[config.mk]
export PLATFORM = sky130hd
export DESIGN_NAME = load_store_unit
export DESIGN_NICKNAME = d
export VERILOG_FILES = /design/src/rtl/load_store_unit.sv
export SDC_FILE = /design/constraint.sdc
export NUM_CORES = 1
export LEC_CHECK = 0
export ABC_CLOCK_PERIOD_IN_PS = 3200
export CAP_MARGIN = 20
export CORE_ASPECT_RATIO = 0.9
export CORE_MARGIN = 2
export CORE_UTILIZATION = 42
export CTS_CLUSTER_SIZE = 28
export DETAILED_ROUTE_END_ITERATION = 10
export PLACE_DENSITY = 0.78
export SLEW_MARGIN = 20
export SYNTH_ARGS = -nofsm -noshare
export SYNTH_HDL_FRONTEND = slang
export SYNTH_SLANG_ARGS = --single-unit
[constraint.sdc]
create_clock -name clk -period 3.2 [get_ports clk]
set_input_delay 0.48 -clock clk [delete_from_list [all_inputs] [get_ports clk]]
set_output_delay 0.48 -clock clk [all_outputs]
set_load 0.05 [all_outputs]
[src/rtl/load_store_unit.sv]
// ----------------------------------------------------------------------------
// load_store_unit
//   Memory load/store engine between the microcode datapath and a 16-bit
//   word-addressed memory bus. A physical byte address is formed as
//   (segment << SEG_SH) + offset, modulo 2^PHYS_W. Byte and word accesses are
//   supported. An unaligned word becomes two bus accesses, and the second
//   offset wraps modulo 2^OFF_W so that it stays inside the segment.
//
// Ports
//   clk, reset        clock; asynchronous active-high reset
//   i_segment         segment base, held stable while busy
//   i_write_mar       load i_mar_in into MAR (ignored while busy)
//   i_mar_in          byte offset
//   i_write_mdr       load i_mdr_in into MDR (ignored while busy)
//   i_mdr_in          store data
//   o_mdr_out         MDR contents (load result)
//   i_is_8bit         byte (1) / word (0) access, sampled on start
//   i_wr_en           store (1) / load (0), sampled on start
//   i_start           begin a transaction (accepted only in IDLE)
//   o_busy            transaction in progress
//   o_complete        one-cycle pulse at the end of a transaction
//   o_m_addr          bus word address
//   i_m_data_in       bus read data, valid with i_m_ack
//   o_m_data_out      bus write data
//   o_m_bytesel       byte lanes: [0] low byte, [1] high byte
//   o_m_wr_en         bus write strobe, qualified by o_m_access
//   o_m_access        bus request, held until i_m_ack
//   i_m_ack           single-cycle acknowledge, one per access
//
// State table
//   S_IDLE   | waiting for start; bus outputs driven to zero
//   S_FIRST  | first (or only) bus access at offset MAR
//   S_SECOND | second half of an unaligned word at offset MAR+1
//   S_DONE   | complete pulse; returns to S_IDLE
// ----------------------------------------------------------------------------
module load_store_unit #(
   parameter int OFF_W  = 16,
   parameter int SEG_SH = 4,
   parameter int PHYS_W = 20
) (
   input  logic              clk,
   input  logic              reset,
   input  logic [15:0]       i_segment,
   input  logic              i_write_mar,
   input  logic [OFF_W-1:0]  i_mar_in,
   input  logic              i_write_mdr,
   input  logic [15:0]       i_mdr_in,
   output logic [15:0]       o_mdr_out,
   input  logic              i_is_8bit,
   input  logic              i_wr_en,
   input  logic              i_start,
   output logic              o_busy,
   output logic              o_complete,
   output logic [PHYS_W-2:0] o_m_addr,
   input  logic [15:0]       i_m_data_in,
   output logic [15:0]       o_m_data_out,
   output logic [1:0]        o_m_bytesel,
   output logic              o_m_wr_en,
   output logic              o_m_access,
   input  logic              i_m_ack
);

   typedef enum logic [1:0] {
      S_IDLE   = 2'd0,
      S_FIRST  = 2'd1,
      S_SECOND = 2'd2,
      S_DONE   = 2'd3
   } state_t;

   state_t             r_state;
   state_t             w_next_state;

   logic [OFF_W-1:0]   r_mar;
   logic [OFF_W-1:0]   r_off;
   logic [15:0]        r_mdr;
   logic               r_is_8bit;
   logic               r_wr;

   logic               w_in_access;
   logic               w_start_ok;
   logic               w_ack;
   logic               w_unaligned;
   logic [OFF_W-1:0]   w_off;
   logic [PHYS_W-1:0]  w_seg_base;
   logic [PHYS_W-1:0]  w_phys;
   logic               w_unused_phys_lsb;

   assign w_in_access = (r_state == S_FIRST) || (r_state == S_SECOND);
   assign w_start_ok  = (r_state == S_IDLE) && i_start;
   assign w_ack       = w_in_access && i_m_ack;
   assign w_unaligned = !r_is_8bit && r_off[0];

   // The second half of an unaligned word wraps inside the segment, so the
   // increment is done at offset width before the segment base is added.
   assign w_off      = (r_state == S_SECOND) ? (r_off + OFF_W'(1)) : r_off;
   assign w_seg_base = PHYS_W'(i_segment) << SEG_SH;
   assign w_phys     = w_seg_base + PHYS_W'(w_off);

   // Lane selection follows the offset LSB, not the physical LSB.
   assign w_unused_phys_lsb = w_phys[0];

   assign o_mdr_out = r_mdr;

   // ------------------------------------------------------------------
   // State register
   // ------------------------------------------------------------------
   always_ff @(posedge clk or posedge reset) begin
      if (reset) begin
         r_state <= S_IDLE;
      end else begin
         r_state <= w_next_state;
      end
   end

   // ------------------------------------------------------------------
   // Next-state logic
   // ------------------------------------------------------------------
   always_comb begin
      w_next_state = r_state;
      case (r_state)
         S_IDLE: begin
            if (i_start) begin
               w_next_state = S_FIRST;
            end
         end
         S_FIRST: begin
            if (i_m_ack) begin
               w_next_state = w_unaligned ? S_SECOND : S_DONE;
            end
         end
         S_SECOND: begin
            if (i_m_ack) begin
               w_next_state = S_DONE;
            end
         end
         S_DONE: begin
            w_next_state = S_IDLE;
         end
         default: begin
            w_next_state = S_IDLE;
         end
      endcase
   end

   // ------------------------------------------------------------------
   // Output logic
   // ------------------------------------------------------------------
   always_comb begin
      o_busy       = 1'b0;
      o_complete   = 1'b0;
      o_m_access   = 1'b0;
      o_m_wr_en    = 1'b0;
      o_m_addr     = '0;
      o_m_bytesel  = 2'b00;
      o_m_data_out = 16'h0000;
      case (r_state)
         S_FIRST: begin
            o_busy     = 1'b1;
            o_m_access = 1'b1;
            o_m_wr_en  = r_wr;
            o_m_addr   = w_phys[PHYS_W-1:1];
            if (r_is_8bit) begin
               // The byte is replicated so the memory picks it up on
               // whichever lane is enabled.
               o_m_bytesel  = r_off[0] ? 2'b10 : 2'b01;
               o_m_data_out = {r_mdr[7:0], r_mdr[7:0]};
            end else if (r_off[0]) begin
               o_m_bytesel  = 2'b10;
               o_m_data_out = {r_mdr[7:0], 8'h00};
            end else begin
               o_m_bytesel  = 2'b11;
               o_m_data_out = r_mdr;
            end
         end
         S_SECOND: begin
            o_busy       = 1'b1;
            o_m_access   = 1'b1;
            o_m_wr_en    = r_wr;
            o_m_addr     = w_phys[PHYS_W-1:1];
            o_m_bytesel  = 2'b01;
            o_m_data_out = {8'h00, r_mdr[15:8]};
         end
         S_DONE: begin
            o_complete = 1'b1;
         end
         default: begin
            o_busy = 1'b0;
         end
      endcase
   end

   // ------------------------------------------------------------------
   // MAR and transaction attributes
   // ------------------------------------------------------------------
   always_ff @(posedge clk or posedge reset) begin
      if (reset) begin
         r_mar     <= '0;
         r_off     <= '0;
         r_is_8bit <= 1'b0;
         r_wr      <= 1'b0;
      end else begin
         if (i_write_mar && !w_in_access) begin
            r_mar <= i_mar_in;
         end
         // r_off snapshots the MAR as it stood before this edge, so a
         // write_mar coinciding with start only affects the next transaction.
         if (w_start_ok) begin
            r_off     <= r_mar;
            r_is_8bit <= i_is_8bit;
            r_wr      <= i_wr_en;
         end
      end
   end

   // ------------------------------------------------------------------
   // MDR: cleared on load start, filled on acknowledge, untouched by stores
   // ------------------------------------------------------------------
   always_ff @(posedge clk or posedge reset) begin
      if (reset) begin
         r_mdr <= 16'h0000;
      end else if (w_start_ok && !i_wr_en) begin
         r_mdr <= 16'h0000;
      end else if (w_ack && !r_wr) begin
         if (r_state == S_FIRST) begin
            if (r_is_8bit) begin
               r_mdr <= {8'h00, (r_off[0] ? i_m_data_in[15:8] : i_m_data_in[7:0])};
            end else if (r_off[0]) begin
               r_mdr <= {r_mdr[15:8], i_m_data_in[15:8]};
            end else begin
               r_mdr <= i_m_data_in;
            end
         end else begin
            r_mdr <= {i_m_data_in[7:0], r_mdr[7:0]};
         end
      end else if (i_write_mdr && !w_in_access) begin
         r_mdr <= i_mdr_in;
      end
   end

endmodule

# Word-level counts from Yosys, hierarchy flattened
# Index checks and enable logic that the tools add are counted.
[word_totals]
reg_bits = 52
out_inout_bits = 57
word_cells = 59
[classes]
n_addsub = 2
eq_ne = 8
n_mux = 24
n_reduce_logical = 18
[ops]
columns = ["cell", "n"]
rows = [
  ["2-to-1 mux 16 bit", 9],
  ["case mux 16 bit (2 select lines)", 1],
  ["adder 20 x 16 -> 20 bit", 1],
  ["2-to-1 mux 19 bit", 1],
  ["adder 16 x 1 -> 16 bit (second input constant)", 1],
  ["2-to-1 mux 2 bit", 5],
  ["2-to-1 mux 8 bit", 1],
  ["case mux 2 bit (4 select lines)", 1],
  ["logical AND 1 bit", 7],
  ["inequality test 2 bit (second input constant)", 3],
  ["2-to-1 mux 1 bit", 5],
  ["inequality test 5 bit (second input constant)", 1],
  ["equality test 2 bit (second input constant)", 2],
  ["logical NOT 1 bit", 4],
  ["case mux 2 bit (2 select lines)", 1],
  ["AND reduction 2 bit", 2],
  ["inequality test 3 bit (second input constant)", 1],
  ["AND reduction 3 bit", 1],
  ["nonzero test 3 bit", 1],
  ["equality test 2 x 1 -> 1 bit (second input constant)", 1],
  ["logical NOT 2 bit", 1],
  ["OR reduction 2 bit", 1],
  ["logical OR 1 bit", 1],
]

# Depth between registers and ports, before layout
[logic_depth]
word_depth = 7
mapped_depth = 15

# Worst setup path before layout
# OpenSTA, ideal clock, no wires.
[synth_path]
path_kind = "register to output"
startpoint = "register r_state[0]"
endpoint = "output o_m_addr[12]"
t_arrival_ns = 3.592
t_required_ns = 2.720
path_slack_ns = -0.872
stages_incl_launch_ff = 15
path_cell_list = "dfrtp_1 inv_1 ha_1 buf_2 nand2_1 or3_4 nor2_2 nand3_1 xnor2_1 ha_1 buf_2 nand2_1 o21ai_1 o21ai_0 nor3b_1"
[synth_via]
elab_chain_cells = 4
elab_cells_between_ends = 6
cone_classes = "add/sub: 1; eq/ne: 2; mux: 2; reduce/logical: 1"
[synth_lines]
columns = ["item", "line", "rtl"]
rows = [
  ["start: declaration", "70", "state_t r_state;"],
  ["start signal: assignment", "111", "r_state <= w_next_state;"],
  ["equality test 2 bit", "95, 156", ""],
  ["2-to-1 mux 16 bit", "95", "assign w_off = (r_state == S_SECOND) ? (r_off + OFF_W'(1)) : r_off;"],
  ["adder 20 x 16 -> 20 bit", "97", "assign w_phys = w_seg_base + PHYS_W'(w_off);"],
  ["2-to-1 mux 19 bit (*)", "156", "case (r_state)"],
  ["end: declaration", "54", "output logic [PHYS_W-2:0] o_m_addr,"],
]
# Every way passes the cells marked *; elsewhere a longest branch is shown, timed or not.

# Worst setup path in the final report
[layout_path]
startpoint = "register r_state[0]"
endpoint = "output o_m_addr[17]"
# Same word-level chain as after synthesis.

==> impl_results.md <==
* Yosys warnings at 0
* Placed inst area at 0.006057 mm2
* Post-route DRC at 0
* Critical path type: reg2out
* Initial DRC Count at 207
* Total gr overflow at 0
* WP data required at 2.72 ns
* Cts hold-fix bufs at 0
* Final Hold Vio Count at 0
* Reg-to-Reg Start: r_state[0]
* Fillers at 578
* Violated checks: setup timing
* Setup TNS at -6.583 ns
* Crit-path max cell delay at 0.42 ns
* Post-Layout Cell Count at 712
* Crit-path cells: inv_2 > ha_4 > nand2_4 > or3_4 > nor2_2 > xor2_1 > ha_1 > and2_4 > a221oi_4 > buf_4 > a211o_1 > a21oi_2 > mux2i_4 > buf_12
* Hold crit path type: in2async
* Utilization after layout at 0.7581
* Fin crit share at 1.207
* Cell row count at 32
* Synth top area cells: dfrtp_1 34%, mux2_2 9.8%, ha_1 6.6%
* Post-synth EDFFs at 0
* Area leader, netlist: dfrtp_1
* Clock skew at 0.01605 ns
* CTS H-tree lvls at 2
* Vias in the first global route at 4064
* CP max-delay cell: dfrtp_1
* Post-Syn Nets at 511
* Post-DP HPWL at 9289 um
* Clock buffer depth at 2
* Routed WL per cell at 18.36 um
* Largest net degree at the start of global routing at 32
* CTS Buf Count at 5
* Status: complete, but fails checks
* Synthesis-to-finish area growth at 73.11%
* Vias per cell at 5.593
* Yosys reg bits at 52
* Height of the die at 94.09 um
* Top Ports at 129
* Crit. End Element: output pin
* Post-Syn Area at 0.003787 mm2
* Die Width at 104.1 um
* Final nets at 685
* CP Max Fanout at 4
* Fraction of layout cells with a size suffix above 1 at 0.3626
* Worst reg2reg path endpoint: o_mdr_out[14]
* Final setup viols at 13
* Final worst slack at -0.6618 ns
* Yosys cell types at 52
* Starting density of the core at 0.4379
* Dominant synthesized flop cell: dfrtp_1
* CTS root buf: clkbuf_8
* Yosys top cell area share at 0.3436
* Core Region at 0.008648 mm2
* Clk Latency, worst-skew pair at 0.32 ns
* Reg2reg setup slack at 0.58 ns
* GRT Total Usage at 0.2487
* Max-slew violations at 0
* Mapped Cells at 418
* TritonCTS clock tree: built
* Pre-antenna DRT Iters at 4
* Syn Area/Cell at 9.061 um2
* Arrival time worst endpoint at 3.38 ns
* Startpoint types: flop
* Initial antenna violation count at 0
* Peak Freq at 258.9 MHz
* Post-synthesis sequential area ratio at 0.3436
* Ys async rst share at 1.000
* First-pass GRT wire length at 19680 um
* Die ar. at 0.009794 mm2
* Crit path to: o_m_addr[17]
* Inst Count DP at 693
* Cells on worst reg2reg path at 8
* Least-Margin Pin Slew at 0.7114 ns
* Unrepaired setup endpoints after global routing: yes
* Port bufs at 128
* GP Congestion at 0.9091
* Diodes inserted at 0
* Maxcap violations at 0
* Clock sinks at 52
* Slew headroom at 0.5252
* Antenna viol nets, final at 0
* CTS clk-pin slew, worst paths at 0.12 ns
* Crit path from: r_state[0]
* Design area at 0.006556 mm2
* Vias at 3982
* Post-route minimum period at 3.862 ns
* Routed WL at 13070 um
## metal layers
| layer | track usage | vias up | share of wire |
|---|---|---|---|
| met1 | 0.3014 | 1941 | 0.40 |
| met2 | 0.4616 | 165 | 0.52 |
| met4 | 0.07320 | 0 | 0.030 |
| li1 | - | 1842 | - |
| met5 | 0 | - | 0 |
| met3 | 0.03467 | 34 | 0.044 |
## cells in the final DEF, fill, tap and decap left out, types with 11 or more instances in the layout
| cell type | n |
|---|---|
| buf_12 | 36 |
| clkdlybuf4s50_1 | 90 |
| mux2_2 | 33 |
| nor2_1 | 29 |
| nand3_1 | 11 |
| dfrtp_1 | 52 |
| a21oi_1 | 27 |
| ha_1 | 13 |
| buf_4 | 59 |
| nand2b_1 | 13 |
| nand2_1 | 42 |
## sequential cells by signal, indices dropped and copies added, names as in the netlist
name       flops
r_is_8bit      1
o_mdr_out     16
r_state        2
r_off         16
r_wr           1
r_mar         16
## logic make-up after synthesis
| family | count (synthesis) | synth area share |
|---|---|---|
| AND/OR/NAND/NOR | 141 | 0.1784 |
| adder cells (fa/ha/maj) | 21 | 0.07136 |
| buffers and inverters | 38 | 0.04262 |
| flip-flops | 52 | 0.3436 |
| XOR/XNOR | 18 | 0.04163 |
| AO/OA/AOI/OAI | 101 | 0.1873 |
| multiplexers | 47 | 0.1351 |
## Yosys cell counts, types with 6 or more instances
cell,n
clkbuf_1,12
a22oi_1,9
a21oi_1,35
xnor2_1,12
xor2_1,6
mux2_2,33
nand4_1,7
nor2_1,35
nand3_1,14
a211oi_1,10
nand2b_1,13
buf_2,12
dfrtp_1,52
ha_1,20
nor3_1,8
nor2b_1,6
a21o_1,6
o31ai_1,10
a22o_1,7
inv_1,11
nand2_1,45
mux2i_1,14
## metrics by stage
step / hold slack [ns] / setup WS [ns]
finish: 0.4743 / -0.6618
floorplan: 0.4766 / -0.3449
CTS: 0.4852 / -0.6390
global route: 0.4990 / -0.8127
detailed placement: 0.4961 / -0.2875
global placement: 0.4848 / -0.2302
## how the worst min path moves through the flow
stage               from   endpoint
5_1_grt            reset   r_off[7]
3_3_place_gp   r_mar[10]  r_off[10]
4_1_cts            reset   r_off[7]
3_5_place_dp    r_mar[4]   r_mar[4]
2_1_floorplan   r_mar[2]   r_mar[2]
6_report           reset   r_off[7]
## worst max-delay path, delay by kind of cell (launching register included)
| kind | cells | cell delay (ns) |
|---|---|---|
| compound gates | 3 | 0.61 |
| xor+xnor | 1 | 0.08 |
| fa+ha+maj | 2 | 0.49 |
| buf+inv | 3 | 0.40 |
| flops | 1 | 0.42 |
| mux | 1 | 0.27 |
| simple gates | 4 | 0.80 |
## repair_timing
action                                  in CTS  in global routing
setup buffers                                9                  5
pin swaps                                   13                 35
gates resized for setup                     14                 44
endpoints found under the hold margin        0                  0
endpoints found under the setup margin      12                 21
## final cells by class
class | count | area (um2) | area share
tap | 119 | 148.9 | 0.02271
sequential | 52 | 1301 | 0.1985
clock inverter | 3 | 28.78 | 0.004389
clock buffer | 5 | 68.82 | 0.01050
inverter | 11 | 45.04 | 0.006870
timing repair buffer | 194 | 2193 | 0.3345
multi-input combinational | 328 | 2770 | 0.4225
Power is left out: the tool's default activity adds up to more than one toggle a clock period on the data nets, which glitch-free logic cannot reach.
